**config.mk**
```make
export PLATFORM = sky130hd
export DESIGN_NAME = card_deal_anim_ctrl_flat
export DESIGN_NICKNAME = d
export VERILOG_FILES = /design/src/rtl/card_deal_anim_if.sv /design/src/rtl/card_deal_anim_ctrl.sv /design/src/flat_wrapper.sv
export SDC_FILE = /design/constraint.sdc
export NUM_CORES = 1
export LEC_CHECK = 0
export BUFFER_PORTS_ARGS = -buffer_cell sky130_fd_sc_hd__buf_2
export CORE_ASPECT_RATIO = 0.8
export CORE_MARGIN = 2
export CORE_UTILIZATION = 40
export DETAILED_ROUTE_END_ITERATION = 10
export RECOVER_POWER = 100
export SYNTH_ARGS = -nofsm -noshare
export SYNTH_HDL_FRONTEND = slang
export SYNTH_SLANG_ARGS = --single-unit
```
**constraint.sdc**
```tcl
create_clock -name clk -period 4.4 [get_ports clk]
set_clock_uncertainty 0.1 [all_clocks]
set_input_delay 0.44 -clock clk [delete_from_list [all_inputs] [get_ports clk]]
set_output_delay 0.44 -clock clk [all_outputs]
set_load 0.01 [all_outputs]
```
**src/rtl/card_deal_anim_if.sv**
```systemverilog
// Deal-request handshake between the game FSM (master) and the card animation sequencer (slave).
// A request transfers on any clock edge where req_valid and req_ready are both high.
interface card_deal_anim_if;
    logic       req_valid;
    logic       req_ready;
    logic       req_dest;
    logic [2:0] req_slot;

    modport master (
        output req_valid,
        output req_dest,
        output req_slot,
        input  req_ready
    );

    modport slave (
        input  req_valid,
        input  req_dest,
        input  req_slot,
        output req_ready
    );
endinterface

```
**src/rtl/card_deal_anim_ctrl.sv**
```systemverilog
// Sequences one card-deal animation at a time: walks the sprite from the deck to a table slot once per frame.
// Define ANIM_QUEUE_EN to place a 2-entry request FIFO in front of the sequencer.
module card_deal_anim_ctrl #(
    parameter int DECK_X     = 560,
    parameter int DECK_Y     = 40,
    parameter int PLAYER_Y   = 400,
    parameter int DEALER_Y   = 120,
    parameter int SLOT_X0    = 100,
    parameter int SLOT_PITCH = 64,
    parameter int STEP       = 8,
    parameter int ROT_FRAMES = 4
) (
    input  logic                   clk,
    input  logic                   rst,
    input  logic                   vblnk_in,
    card_deal_anim_if.slave        req,
    input  logic                   abort,
    output logic [11:0]            xpos,
    output logic [11:0]            ypos,
    output logic [1:0]             angle,
    output logic [2:0]             animation,
    output logic                   busy,
    output logic                   done
);

    typedef enum logic [1:0] {
        IDLE = 2'd0,
        MOVE = 2'd1,
        HOLD = 2'd2
    } state_t;

    localparam logic [11:0] DECK_X_W   = 12'(DECK_X);
    localparam logic [11:0] DECK_Y_W   = 12'(DECK_Y);
    localparam logic [11:0] PLAYER_Y_W = 12'(PLAYER_Y);
    localparam logic [11:0] DEALER_Y_W = 12'(DEALER_Y);
    localparam logic [11:0] SLOT_X0_W  = 12'(SLOT_X0);
    localparam logic [11:0] PITCH_W    = 12'(SLOT_PITCH);
    localparam logic [11:0] STEP_W     = 12'(STEP);
    localparam logic [7:0]  ROT_LIM    = 8'(ROT_FRAMES);

    localparam logic [1:0] ANGLE_SIDE    = 2'b01;
    localparam logic [1:0] ANGLE_UPRIGHT = 2'b00;
    localparam logic [2:0] ANIM_IDLE     = 3'd0;
    localparam logic [2:0] ANIM_PLAYER   = 3'd1;
    localparam logic [2:0] ANIM_DEALER   = 3'd2;
    localparam logic [2:0] ANIM_HOLD     = 3'd3;

    state_t      state_q, state_d;
    logic [11:0] xpos_q, xpos_d;
    logic [11:0] ypos_q, ypos_d;
    logic [11:0] tx_q, tx_d;
    logic [11:0] ty_q, ty_d;
    logic [1:0]  angle_q, angle_d;
    logic [2:0]  anim_q, anim_d;
    logic        busy_q, busy_d;
    logic        done_q, done_d;
    logic        req_ready_q, req_ready_d;
    logic [7:0]  frame_cnt_q, frame_cnt_d;
    logic        vblnk_q, vblnk_d;

    logic        tick;
    logic        start;
    logic        start_dest;
    logic [2:0]  start_slot;

`ifdef ANIM_QUEUE_EN
    logic [1:0]      fifo_dest_q, fifo_dest_d;
    logic [1:0][2:0] fifo_slot_q, fifo_slot_d;
    logic            wr_ptr_q, wr_ptr_d;
    logic            rd_ptr_q, rd_ptr_d;
    logic [1:0]      count_q, count_d;
    logic            push;
    logic            pop;
`endif

    assign tick = vblnk_in & ~vblnk_q;

    assign req.req_ready = req_ready_q;
    assign xpos          = xpos_q;
    assign ypos          = ypos_q;
    assign angle         = angle_q;
    assign animation     = anim_q;
    assign busy          = busy_q;
    assign done          = done_q;

    // Moves one coordinate toward its target by at most STEP, snapping when within reach so it never overshoots.
    function automatic logic [11:0] step_axis(input logic [11:0] cur, input logic [11:0] tgt);
        logic [11:0] diff;
        if (cur < tgt) begin
            diff      = tgt - cur;
            step_axis = (diff <= STEP_W) ? tgt : cur + STEP_W;
        end else begin
            diff      = cur - tgt;
            step_axis = (diff <= STEP_W) ? tgt : cur - STEP_W;
        end
    endfunction

    always_comb begin
        state_d     = state_q;
        xpos_d      = xpos_q;
        ypos_d      = ypos_q;
        tx_d        = tx_q;
        ty_d        = ty_q;
        angle_d     = angle_q;
        anim_d      = anim_q;
        busy_d      = busy_q;
        done_d      = 1'b0;
        frame_cnt_d = frame_cnt_q;
        vblnk_d     = vblnk_in;

`ifdef ANIM_QUEUE_EN
        fifo_dest_d = fifo_dest_q;
        fifo_slot_d = fifo_slot_q;
        wr_ptr_d    = wr_ptr_q;
        rd_ptr_d    = rd_ptr_q;
        push        = req.req_valid & req_ready_q;
        pop         = (state_q == IDLE) && (count_q != 2'd0);
        if (push) begin
            fifo_dest_d[wr_ptr_q] = req.req_dest;
            fifo_slot_d[wr_ptr_q] = req.req_slot;
            wr_ptr_d              = ~wr_ptr_q;
        end
        if (pop) begin
            rd_ptr_d = ~rd_ptr_q;
        end
        count_d    = count_q + 2'(push) - 2'(pop);
        start      = pop;
        start_dest = fifo_dest_q[rd_ptr_q];
        start_slot = fifo_slot_q[rd_ptr_q];
`else
        start      = req.req_valid & req_ready_q;
        start_dest = req.req_dest;
        start_slot = req.req_slot;
`endif

        unique case (state_q)
            IDLE: begin
                xpos_d  = DECK_X_W;
                ypos_d  = DECK_Y_W;
                angle_d = ANGLE_SIDE;
                anim_d  = ANIM_IDLE;
                busy_d  = 1'b0;
                if (start) begin
                    state_d     = MOVE;
                    tx_d        = SLOT_X0_W + 12'(start_slot) * PITCH_W;
                    ty_d        = start_dest ? DEALER_Y_W : PLAYER_Y_W;
                    anim_d      = start_dest ? ANIM_DEALER : ANIM_PLAYER;
                    busy_d      = 1'b1;
                    frame_cnt_d = '0;
                end
            end

            MOVE: begin
                if (abort) begin
                    state_d = IDLE;
                    xpos_d  = DECK_X_W;
                    ypos_d  = DECK_Y_W;
                    angle_d = ANGLE_SIDE;
                    anim_d  = ANIM_IDLE;
                    busy_d  = 1'b0;
                end else if (tick) begin
                    xpos_d = step_axis(xpos_q, tx_q);
                    ypos_d = step_axis(ypos_q, ty_q);
                    if (frame_cnt_q < ROT_LIM) begin
                        frame_cnt_d = frame_cnt_q + 8'd1;
                    end
                    angle_d = (frame_cnt_d < ROT_LIM) ? ANGLE_SIDE : ANGLE_UPRIGHT;
                    if ((xpos_d == tx_q) && (ypos_d == ty_q)) begin
                        state_d = HOLD;
                        anim_d  = ANIM_HOLD;
                        angle_d = ANGLE_UPRIGHT;
                    end
                end
            end

            HOLD: begin
                // The landed card stays on screen for one frame; completion is only reported if not aborted.
                if (abort || tick) begin
                    state_d = IDLE;
                    xpos_d  = DECK_X_W;
                    ypos_d  = DECK_Y_W;
                    angle_d = ANGLE_SIDE;
                    anim_d  = ANIM_IDLE;
                    busy_d  = 1'b0;
                    done_d  = ~abort;
                end
            end

            default: begin
                state_d = IDLE;
            end
        endcase

`ifdef ANIM_QUEUE_EN
        req_ready_d = (count_d != 2'd2);
`else
        req_ready_d = (state_d == IDLE) && !done_d;
`endif
    end

    always_ff @(posedge clk) begin
        if (rst) begin
            state_q     <= IDLE;
            xpos_q      <= DECK_X_W;
            ypos_q      <= DECK_Y_W;
            tx_q        <= DECK_X_W;
            ty_q        <= DECK_Y_W;
            angle_q     <= ANGLE_SIDE;
            anim_q      <= ANIM_IDLE;
            busy_q      <= 1'b0;
            done_q      <= 1'b0;
            req_ready_q <= 1'b1;
            frame_cnt_q <= '0;
            vblnk_q     <= 1'b0;
`ifdef ANIM_QUEUE_EN
            fifo_dest_q <= '0;
            fifo_slot_q <= '0;
            wr_ptr_q    <= 1'b0;
            rd_ptr_q    <= 1'b0;
            count_q     <= '0;
`endif
        end else begin
            state_q     <= state_d;
            xpos_q      <= xpos_d;
            ypos_q      <= ypos_d;
            tx_q        <= tx_d;
            ty_q        <= ty_d;
            angle_q     <= angle_d;
            anim_q      <= anim_d;
            busy_q      <= busy_d;
            done_q      <= done_d;
            req_ready_q <= req_ready_d;
            frame_cnt_q <= frame_cnt_d;
            vblnk_q     <= vblnk_d;
`ifdef ANIM_QUEUE_EN
            fifo_dest_q <= fifo_dest_d;
            fifo_slot_q <= fifo_slot_d;
            wr_ptr_q    <= wr_ptr_d;
            rd_ptr_q    <= rd_ptr_d;
            count_q     <= count_d;
`endif
        end
    end

endmodule

```
**src/flat_wrapper.sv**
```systemverilog
// flat-port wrapper written by rule: the top's interface ports become plain ports
module card_deal_anim_ctrl_flat 
#(
    parameter int DECK_X     = 560,
    parameter int DECK_Y     = 40,
    parameter int PLAYER_Y   = 400,
    parameter int DEALER_Y   = 120,
    parameter int SLOT_X0    = 100,
    parameter int SLOT_PITCH = 64,
    parameter int STEP       = 8,
    parameter int ROT_FRAMES = 4
)
  (clk, rst, vblnk_in, abort, xpos, ypos, angle, animation, busy, done, req_req_valid, req_req_dest, req_req_slot, req_req_ready);
  card_deal_anim_if req_i ();
  input  logic clk;
  input  logic rst;
  input  logic vblnk_in;
  input  logic abort;
  output logic [11:0] xpos;
  output logic [11:0] ypos;
  output logic [1:0] angle;
  output logic [2:0] animation;
  output logic busy;
  output logic done;
  input wire logic [$bits(req_i.req_valid)-1:0] req_req_valid;
  input wire logic [$bits(req_i.req_dest)-1:0] req_req_dest;
  input wire logic [$bits(req_i.req_slot)-1:0] req_req_slot;
  output wire logic [$bits(req_i.req_ready)-1:0] req_req_ready;
  assign req_i.req_valid = req_req_valid;
  assign req_i.req_dest = req_req_dest;
  assign req_i.req_slot = req_req_slot;
  assign req_req_ready = req_i.req_ready;
  card_deal_anim_ctrl #(.DECK_X(DECK_X), .DECK_Y(DECK_Y), .PLAYER_Y(PLAYER_Y), .DEALER_Y(DEALER_Y), .SLOT_X0(SLOT_X0), .SLOT_PITCH(SLOT_PITCH), .STEP(STEP), .ROT_FRAMES(ROT_FRAMES)) u_core (.clk(clk), .rst(rst), .vblnk_in(vblnk_in), .req(req_i), .abort(abort), .xpos(xpos), .ypos(ypos), .angle(angle), .animation(animation), .busy(busy), .done(done));
endmodule
```
## Yosys cells after proc, flatten, opt, wreduce, memory -nomap -nowiden

Cells that the tools add are included.

| cells by class | value |
|---|---|
| $lt $le $gt $ge | 8 |
| equal/unequal tests | 11 |
| reductions and logical operators | 13 |
| multiplexer cells | 54 |
| add/sub/neg operators | 10 |
| bitwise operators | 4 |

Operators by type and width:

| operator | count |
|---|---|
| $mux W12 | 18 |
| $pmux W12 S3 | 2 |
| $mux W8 | 7 |
| $le A12 B4 Y1 const B | 4 |
| $sub A12 B12 Y12 | 4 |
| $add A12 B4 Y12 const B | 2 |
| $eq A12 B12 Y1 | 2 |
| $lt A12 B12 Y1 | 2 |
| $sub A12 B4 Y12 const B | 2 |
| $mux W2 | 10 |
| $lt A8 B3 Y1 const B | 2 |
| $pmux W8 S2 | 1 |
| $mux W3 | 5 |
| $pmux W2 S3 | 2 |
| $add A7 B9 Y10 const A | 1 |
| $mux W9 | 1 |
| $pmux W3 S3 | 1 |
| $add A8 B1 Y8 const B | 1 |
| $reduce_and A4 Y1 | 2 |
| $mux W1 | 6 |
| $ne A2 B1 Y1 const B | 3 |
| $ne A3 B2 Y1 const B | 2 |
| $reduce_and A3 Y1 | 2 |
| $logic_not A2 Y1 | 2 |
| 12 further kinds | 16 |

| storage, ports and cells | value |
|---|---|
| output and inout bits | 32 |
| bits in registers | 67 |
| word-level logic and storage cells | 112 |

## Longest topological paths before layout

Gate-level depths: netlist of run 1.

| depth | value |
|---|---|
| depth in word-level cells | 15 |
| mapped depth | 15 |
| depth with buffers taken out | 13 |

## Least setup slack after synthesis of run 1

OpenSTA, ideal clock, no wires.

| path | value |
|---|---|
| kind | register -> register |
| start | reg u_core.ypos_q[3], in the netlist u_core.ypos[3] |
| end | reg u_core.anim_q[0], in the netlist u_core.animation[0] |
| clock period less this slack | 3.717 ns |
| library setup time | 0.078 ns |
| slack | 0.683 ns |
| stages on the path, launching flop included | 15 |
| arrival time | 3.539 ns |
| data required time | 4.222 ns |
| cells stage by stage | dfxtp_1 > clkbuf_1 > inv_1 > ha_1 > fa_1 > nor2b_4 > o221ai_1 > mux2i_1 > a2111oi_2 > o41a_2 > a22oi_2 > nand3_2 > nand4_2 > or4_4 > a32oi_1 |

| between the ends | value |
|---|---|
| cells in the longest elaborated chain, start to end | 11 |
| elaborated cells between the ends (all ways) | 17 |
| those cells by class | add/sub (4); order compare (3); eq/ne (2); mux (6); reduce/logical (2) |

Ends and longest elaborated chain:

| item | line | source |
|---|---|---|
| start, declared | card_deal_anim_ctrl.sv:50 | `logic [11:0] ypos_q, ypos_d;` |
| start signal, assigned | card_deal_anim_ctrl.sv:225 | `ypos_q <= ypos_d;` |
| $sub A12 B12 Y12, on equally long branches | card_deal_anim_ctrl.sv:93, card_deal_anim_ctrl.sv:90 |  |
| $le A12 B4 Y1, on equally long branches | card_deal_anim_ctrl.sv:94, card_deal_anim_ctrl.sv:91 |  |
| $mux W12, on equally long branches | card_deal_anim_ctrl.sv:94, card_deal_anim_ctrl.sv:91 |  |
| $mux W12 (*) | card_deal_anim_ctrl.sv:89 | `if (cur < tgt) begin` |
| $mux W12 (*) | card_deal_anim_ctrl.sv:161 | `end else if (tick) begin` |
| $mux W12 (*) | card_deal_anim_ctrl.sv:154 | `if (abort) begin` |
| $mux W12 (*) | card_deal_anim_ctrl.sv:136 | `unique case (state_q)` |
| $eq A12 B12 Y1 (*) | card_deal_anim_ctrl.sv:168 | `if ((xpos_d == tx_q) && (ypos_d == ty_q)) begin` |
| $logic_and A1 B1 Y1 (*) | card_deal_anim_ctrl.sv:168 |  |
| $ne A3 B2 Y1 (no line) (*) | - |  |
| $reduce_and A4 Y1 (no line) (*) | - |  |
| end signal, assigned | card_deal_anim_ctrl.sv:229 | `anim_q <= anim_d;` |
| end, declared | card_deal_anim_ctrl.sv:54 | `logic [2:0] anim_q, anim_d;` |

Every way passes the cells marked *; elsewhere a longest branch is shown, timed or not. The select of a mux whose other input is x is not followed.
A chain may end at the register's enable or synchronous reset.

## Worst setup path after layout of run 1

| path | value |
|---|---|
| start | reg u_core.ypos_q[3], in the netlist u_core.ypos[3] |
| end | reg u_core.anim_q[1], in the netlist u_core.animation[1] |

The elaborated chain is that of the path after synthesis.

==> results.md, run 1 <==
* Peak supply drop at 159 µV
* Post-synth EDFFs at 0
* Count of state elements after synthesis at 50
* Hold Path Class: primary input to flip-flop
* Synth Warn # at 0
* Layout fillers at 1175
* Post-synth ARST share at 0
* CTS max path bufs at 2
* Critical path arrival at 4.23 ns
* Vias per cell at 5.95
* Dpl cells at 769
* WS Path Type: flip-flop to flip-flop
* Pre-Repair DR Iteration Count at 5
* Initial antenna violation count at 0
* Worst-Skew Late Latency at 0.29 ns
* Remaining antenna violation count after routing at 0
* Mapped Area at 4600 µm²
* Root buf cell: clkbuf_16
* Final number of hold-violating endpoints at 0
* Status: finished, final reports clean
* Setup-failing EPs final at 0
* Hold buffer count at cts at 0
* All-Layer GR Usage at 0.229
* Slew margin rel. at 0.0444
* Tcrit/Tclk final at 0.936
* Crit. End Element: flip-flop
* Total power at 1.60 mW
* Routed wire per std cell at 17.6 µm
* Seq/Total Area, Yosys at 0.217
* Power Dens Cells at 321 nW/µm²
* DRT iter0 DRCs at 409
* Routability congestion estimate at 0.953
* Share of layout cells above drive strength 1 at 0.0732
* Fmax at 0.243 GHz
* Non-Filler Instances at 776
* # Max-Cap Violations at 0
* Commonest non-fill, non-tap cell in the layout: nor2_1
* Worst-Margin Slew at 1.43 ns
* Largest net degree at the start of global routing at 31
* Worst hold start: req_req_slot[0]
* CP Data Required Time at 4.51 ns
* Min Tclk post-route at 4.12 ns
* CTS tree: done
* Crit-path max FO at 10
* DR DRC count at 0
* Inserted Clock Buffers at 5
* Cells after Synth at 605
* Port Buf Inserts at 38
* CTS clk-pin slew, worst paths at 0.07 ns
* Reg2reg start: u_core.ypos[3]
* Crit path launch: u_core.ypos[3]
* Worst setup margin at 0.280 ns
* Vias at 4614
* Final HPWL DP at 10400 µm
* Drt total wl at 13600 µm
* First-pass GRT wire length at 22600 µm
* I/O Pins at 41
* Postcts setup bufs at 0
* Vias in the first global route at 4316
* CTS HTree Levels at 2
* Syn Area/Cell at 7.61 µm²
* P&R area growth vs syn at 8.10%
* Final Slew Violations at 0
* Leakage at 1.91 nW
* # diodes at 0
* Core area at 11400 µm²
* Row Count at 35
* Top_reg_cell synth: dfxtp_1
* Count of cell types in the netlist at 82
* Die Wd at 124 µm
* Layout Nets at 673
* Worst slack at placement at 0.369 ns
* Crit start category: flip-flop
* Sink Count at 50
* GRT overflow at 0
* Overall die height at 100 µm
* DIE AREA at 12400 µm²
* Initial Utilization at 0.404
* Most frequent cells in the layout: nor2_1 (51), dfxtp_1 (50), nand2_1 (49), a21oi_1 (42), inv_1 (37)
[kinds of logic after synthesis]
kind of cell,Yosys count,share of synthesized area
adders and majority gates,36,0.0995
other,1,0.000815
DFF,50,0.217
xor gates and xnor gates,45,0.0856
and+or+nand+nor,228,0.260
buffers and inverters,69,0.0644
AOI/OAI and AO/OA,171,0.261
muxes,5,0.0111
[path summary, 6_finish.rpt]
check,slack (ns),endpoint,depth (start not counted)
min reg2reg,0.37,u_core.frame_cnt_q[3],1
max reg2reg,0.28,u_core.animation[1],12
min,0.26,u_core.tx_q[6],2
max,0.28,u_core.animation[1],12
[flip-flops by register name, summed over array words and instances (netlist names)]
name                  count
u_core.angle              1
u_core.animation          2
u_core.busy               1
u_core.done               1
u_core.frame_cnt_q        8
u_core.req.req_ready      1
u_core.state_q            2
u_core.tx_q               6
u_core.ty_q               3
u_core.vblnk_q            1
u_core.xpos              12
u_core.ypos              12
[area by class of cell]
| type | count | area [µm²] | share of cell area |
|---|---|---|---|
| multi-input cells | 487 | 3310 | 0.666 |
| flip-flops and latches | 50 | 1000 | 0.201 |
| repair buffers | 44 | 186 | 0.0375 |
| well taps | 148 | 185 | 0.0372 |
| inverters | 40 | 153 | 0.0307 |
| clock buffers | 5 | 125 | 0.0251 |
| clock inverters | 2 | 13.8 | 0.00277 |
[synth_stat cells, types with 10 or more instances]
cell / n / area share
or3_1: 10 / 0.014
clkbuf_1: 15 / 0.012
and2_1: 11 / 0.015
a211oi_1: 12 / 0.020
nand4_1: 12 / 0.016
dfxtp_1: 50 / 0.22
nand2_1: 49 / 0.040
ha_1: 35 / 0.095
o21ai_0: 27 / 0.029
inv_1: 37 / 0.030
nand3_1: 22 / 0.024
nor2_1: 51 / 0.042
a21oi_1: 43 / 0.047
xnor2_1: 36 / 0.068
nand2b_1: 11 / 0.015
nor3_1: 16 / 0.017
[timing repair]
| action | 4_1_cts | 5_1_grt |
|---|---|---|
| hold endpoints to repair | 0 | 0 |
| resized for setup | 0 | 2 |
| setup endpoints to repair | 0 | 4 |
[metal layers]
layer | share of wire | up-vias | global-route usage
li1 | - | 2237 | -
met1 | 0.50 | 2187 | 0.354
met2 | 0.41 | 176 | 0.328
met3 | 0.075 | 14 | 0.0466
met4 | 0.0095 | 0 | 0.0406
met5 | 0 | - | 0
[power breakdown]
group | total (mW) | switching, mW | internal [mW]
clock network | 0.382 | 0.173 | 0.209
logic | 0.715 | 0.437 | 0.278
registers | 0.500 | 0.0300 | 0.470
total | 1.60 | 0.641 | 0.957
[per-stage QoR]
| stage | TNS (ns) | hold WS, ns | area, µm² | util |
|---|---|---|---|---|
| after global routing | -0.0229 | 0.262 | 4980 | 0.437 |
| after CTS | 0 | 0.261 | 5020 | 0.441 |
| after global placement | 0 | 0.345 | 4880 | 0.429 |
| final | 0 | 0.263 | 4980 | 0.437 |
| after floorplan | 0 | 0.331 | 4610 | - |
| after detailed placement | 0 | 0.348 | 4880 | 0.429 |
[worst max-delay path, stage by stage (launching register included)]
cell	delay (ns)
dfxtp_1	0.52
inv_1	0.15
ha_1	0.26
fa_1	0.45
xnor2_1	0.16
nor4b_1	0.36
o211ai_1	0.22
or4_1	0.63
o21a_4	0.19
o31ai_1	0.11
nand4_1	0.20
or4_4	0.52
a32oi_1	0.17
(Power assumes the default switching activity.)
==> inputs of run 2 (changes only) <==
--- a/config.mk
+++ b/config.mk
@@ -6,9 +6,11 @@
 export NUM_CORES = 1
 export LEC_CHECK = 0
 export BUFFER_PORTS_ARGS = -buffer_cell sky130_fd_sc_hd__buf_2
+export CAP_MARGIN = 30
 export CORE_ASPECT_RATIO = 0.8
 export CORE_MARGIN = 2
 export CORE_UTILIZATION = 40
+export CTS_BUF_LIST = sky130_fd_sc_hd__clkbuf_8
 export DETAILED_ROUTE_END_ITERATION = 10
 export RECOVER_POWER = 100
 export SYNTH_ARGS = -nofsm -noshare
==> results.md, run 2 (synthesis gave the netlist of run 1 again) <==
* Status: finished, final reports clean
* # Max-Cap Violations at 0
* Core Util, Final at 0.432
* P&R area growth vs syn at 6.77%
* Crit-path max FO at 10
* Crit. End Element: flip-flop
* Worst-Skew Late Latency at 0.31 ns
* Crit start category: flip-flop
* Inserted Clock Buffers at 5
* CTS max path bufs at 2
* Register-to-Register Path Depth at 12
* Peak supply drop at 220 µV
* RSZ-0062 raised after global routing: false
* Initial Utilization at 0.404
* Slew margin rel. at 0.0331
* Vias per cell at 5.97
* Post-cts repair resize count at 0
* Tcrit/Tclk final at 0.953
* CTS tree: done
* Routed wire per std cell at 17.6 µm
* DIE AREA at 12400 µm²
* Dpl cells at 769
* First-pass GRT wire length at 22600 µm
* CP Data Required Time at 4.53 ns
* Hold Path Class: primary input to flip-flop
* Layout Nets at 673
* Pre-Repair DR Iteration Count at 7
* Initial antenna violation count at 0
* Final HPWL DP at 10400 µm
* Worst slack at placement at 0.369 ns
* Layout fillers at 1184
* Sink Count at 50
* Hold depth at 2
* I/O Pins at 41
* Worst-Margin Slew at 1.45 ns
* Overall die height at 100 µm
* Worst setup margin at 0.208 ns
* CTS clk-pin slew, worst paths at 0.10 ns
* Vias in the first global route at 4313
* Die Wd at 124 µm
* Largest net degree at the start of global routing at 31
* Non-Filler Instances at 776
* Critical path arrival at 4.33 ns
* Commonest non-fill, non-tap cell in the layout: nor2_1
* Final Slew Violations at 0
* Critical path's slowest cell: or4_1
* Leakage at 1.88 nW
* Row Count at 35
* DR DRC count at 0
* Max stage delay on crit path at 0.63 ns
* Setup TNS at 0 ns
* Min Tclk post-route at 4.19 ns
* WS Path Type: flip-flop to flip-flop
* Routability congestion estimate at 0.953
* # diodes at 0
* Hold buffer count at cts at 0
* Area after DPL at 4880 µm²
* Core area at 11400 µm²
* GRT overflow at 0
* Drt total wl at 13700 µm
* Most frequent cells in the layout: nor2_1 (51), dfxtp_1 (50), nand2_1 (49), a21oi_1 (41), inv_1 (37)
* Power Dens Cells at 302 nW/µm²
* All-Layer GR Usage at 0.229
* Final number of hold-violating endpoints at 0
* Port Buf Inserts at 38
* Vias at 4633
* Remaining antenna violation count after routing at 0
* Final cell area excluding filler cells at 4910 µm²
* Setup-failing EPs final at 0
* Root buf cell: clkbuf_8
* CTS HTree Levels at 2
* DRT iter0 DRCs at 448
* Postcts setup bufs at 0
* Fmax at 0.239 GHz
* Crit path cell chain: inv_1, ha_1, fa_1, xnor2_1, nor4b_1, o211ai_1, or4_1, o21a_4, o31ai_1, nand4_1, or4_4, a32oi_1
* Share of layout cells above drive strength 1 at 0.0717
[run 2: metal layers]
metal  vias to the layer above  routed length (µm)  global-route usage
li1                       2239                   -                   -
met1                      2195                6900               0.353
met2                       184                5640               0.331
met3                        15                1010              0.0466
met4                         0                 136              0.0389
met5                         -                   0                   0
[run 2: worst max-delay path: cells and delay by family, from the launching register on]
family          cells  cell delay [ns]
compound gates      4             0.70
buf+inv             1             0.15
simple gates        4             1.75
xor+xnor            1             0.16
flops               1             0.53
fa+ha+maj           2             0.71
[run 2: worst paths after layout]
path / from / end / slack (ns)
hold / removal: req_req_slot[0] / u_core.tx_q[6] / 0.23
hold reg to reg: u_core.frame_cnt_q[3] / u_core.frame_cnt_q[3] / 0.38
setup reg to reg: u_core.ypos[3] / u_core.animation[1] / 0.21
setup / recovery: u_core.ypos[3] / u_core.animation[1] / 0.21
[run 2: through the flow]
step | power [mW] | hold WS (ns)
final | 1.49 | 0.234
after global routing | 1.59 | 0.225
after CTS | 1.49 | 0.225
after detailed placement | 1.21 | 0.348
after global placement | 1.20 | 0.345
after floorplan | 1.06 | 0.331
[run 2: layout make-up]
type / count / area [µm²] / area share
sequential: 50 / 1000 / 0.204
clock inverter: 2 / 13.8 / 0.00280
timing repair buffer: 44 / 183 / 0.0372
inverter: 40 / 153 / 0.0311
tap: 148 / 185 / 0.0377
multi-input combinational: 487 / 3310 / 0.674
clock buffer: 5 / 68.8 / 0.0140
[run 2: power breakdown]
part	total (mW)	switching, mW	internal [mW]
Combinational	0.715	0.441	0.274
Clock	0.270	0.160	0.110
Sequential	0.500	0.0299	0.470
Total	1.49	0.631	0.854
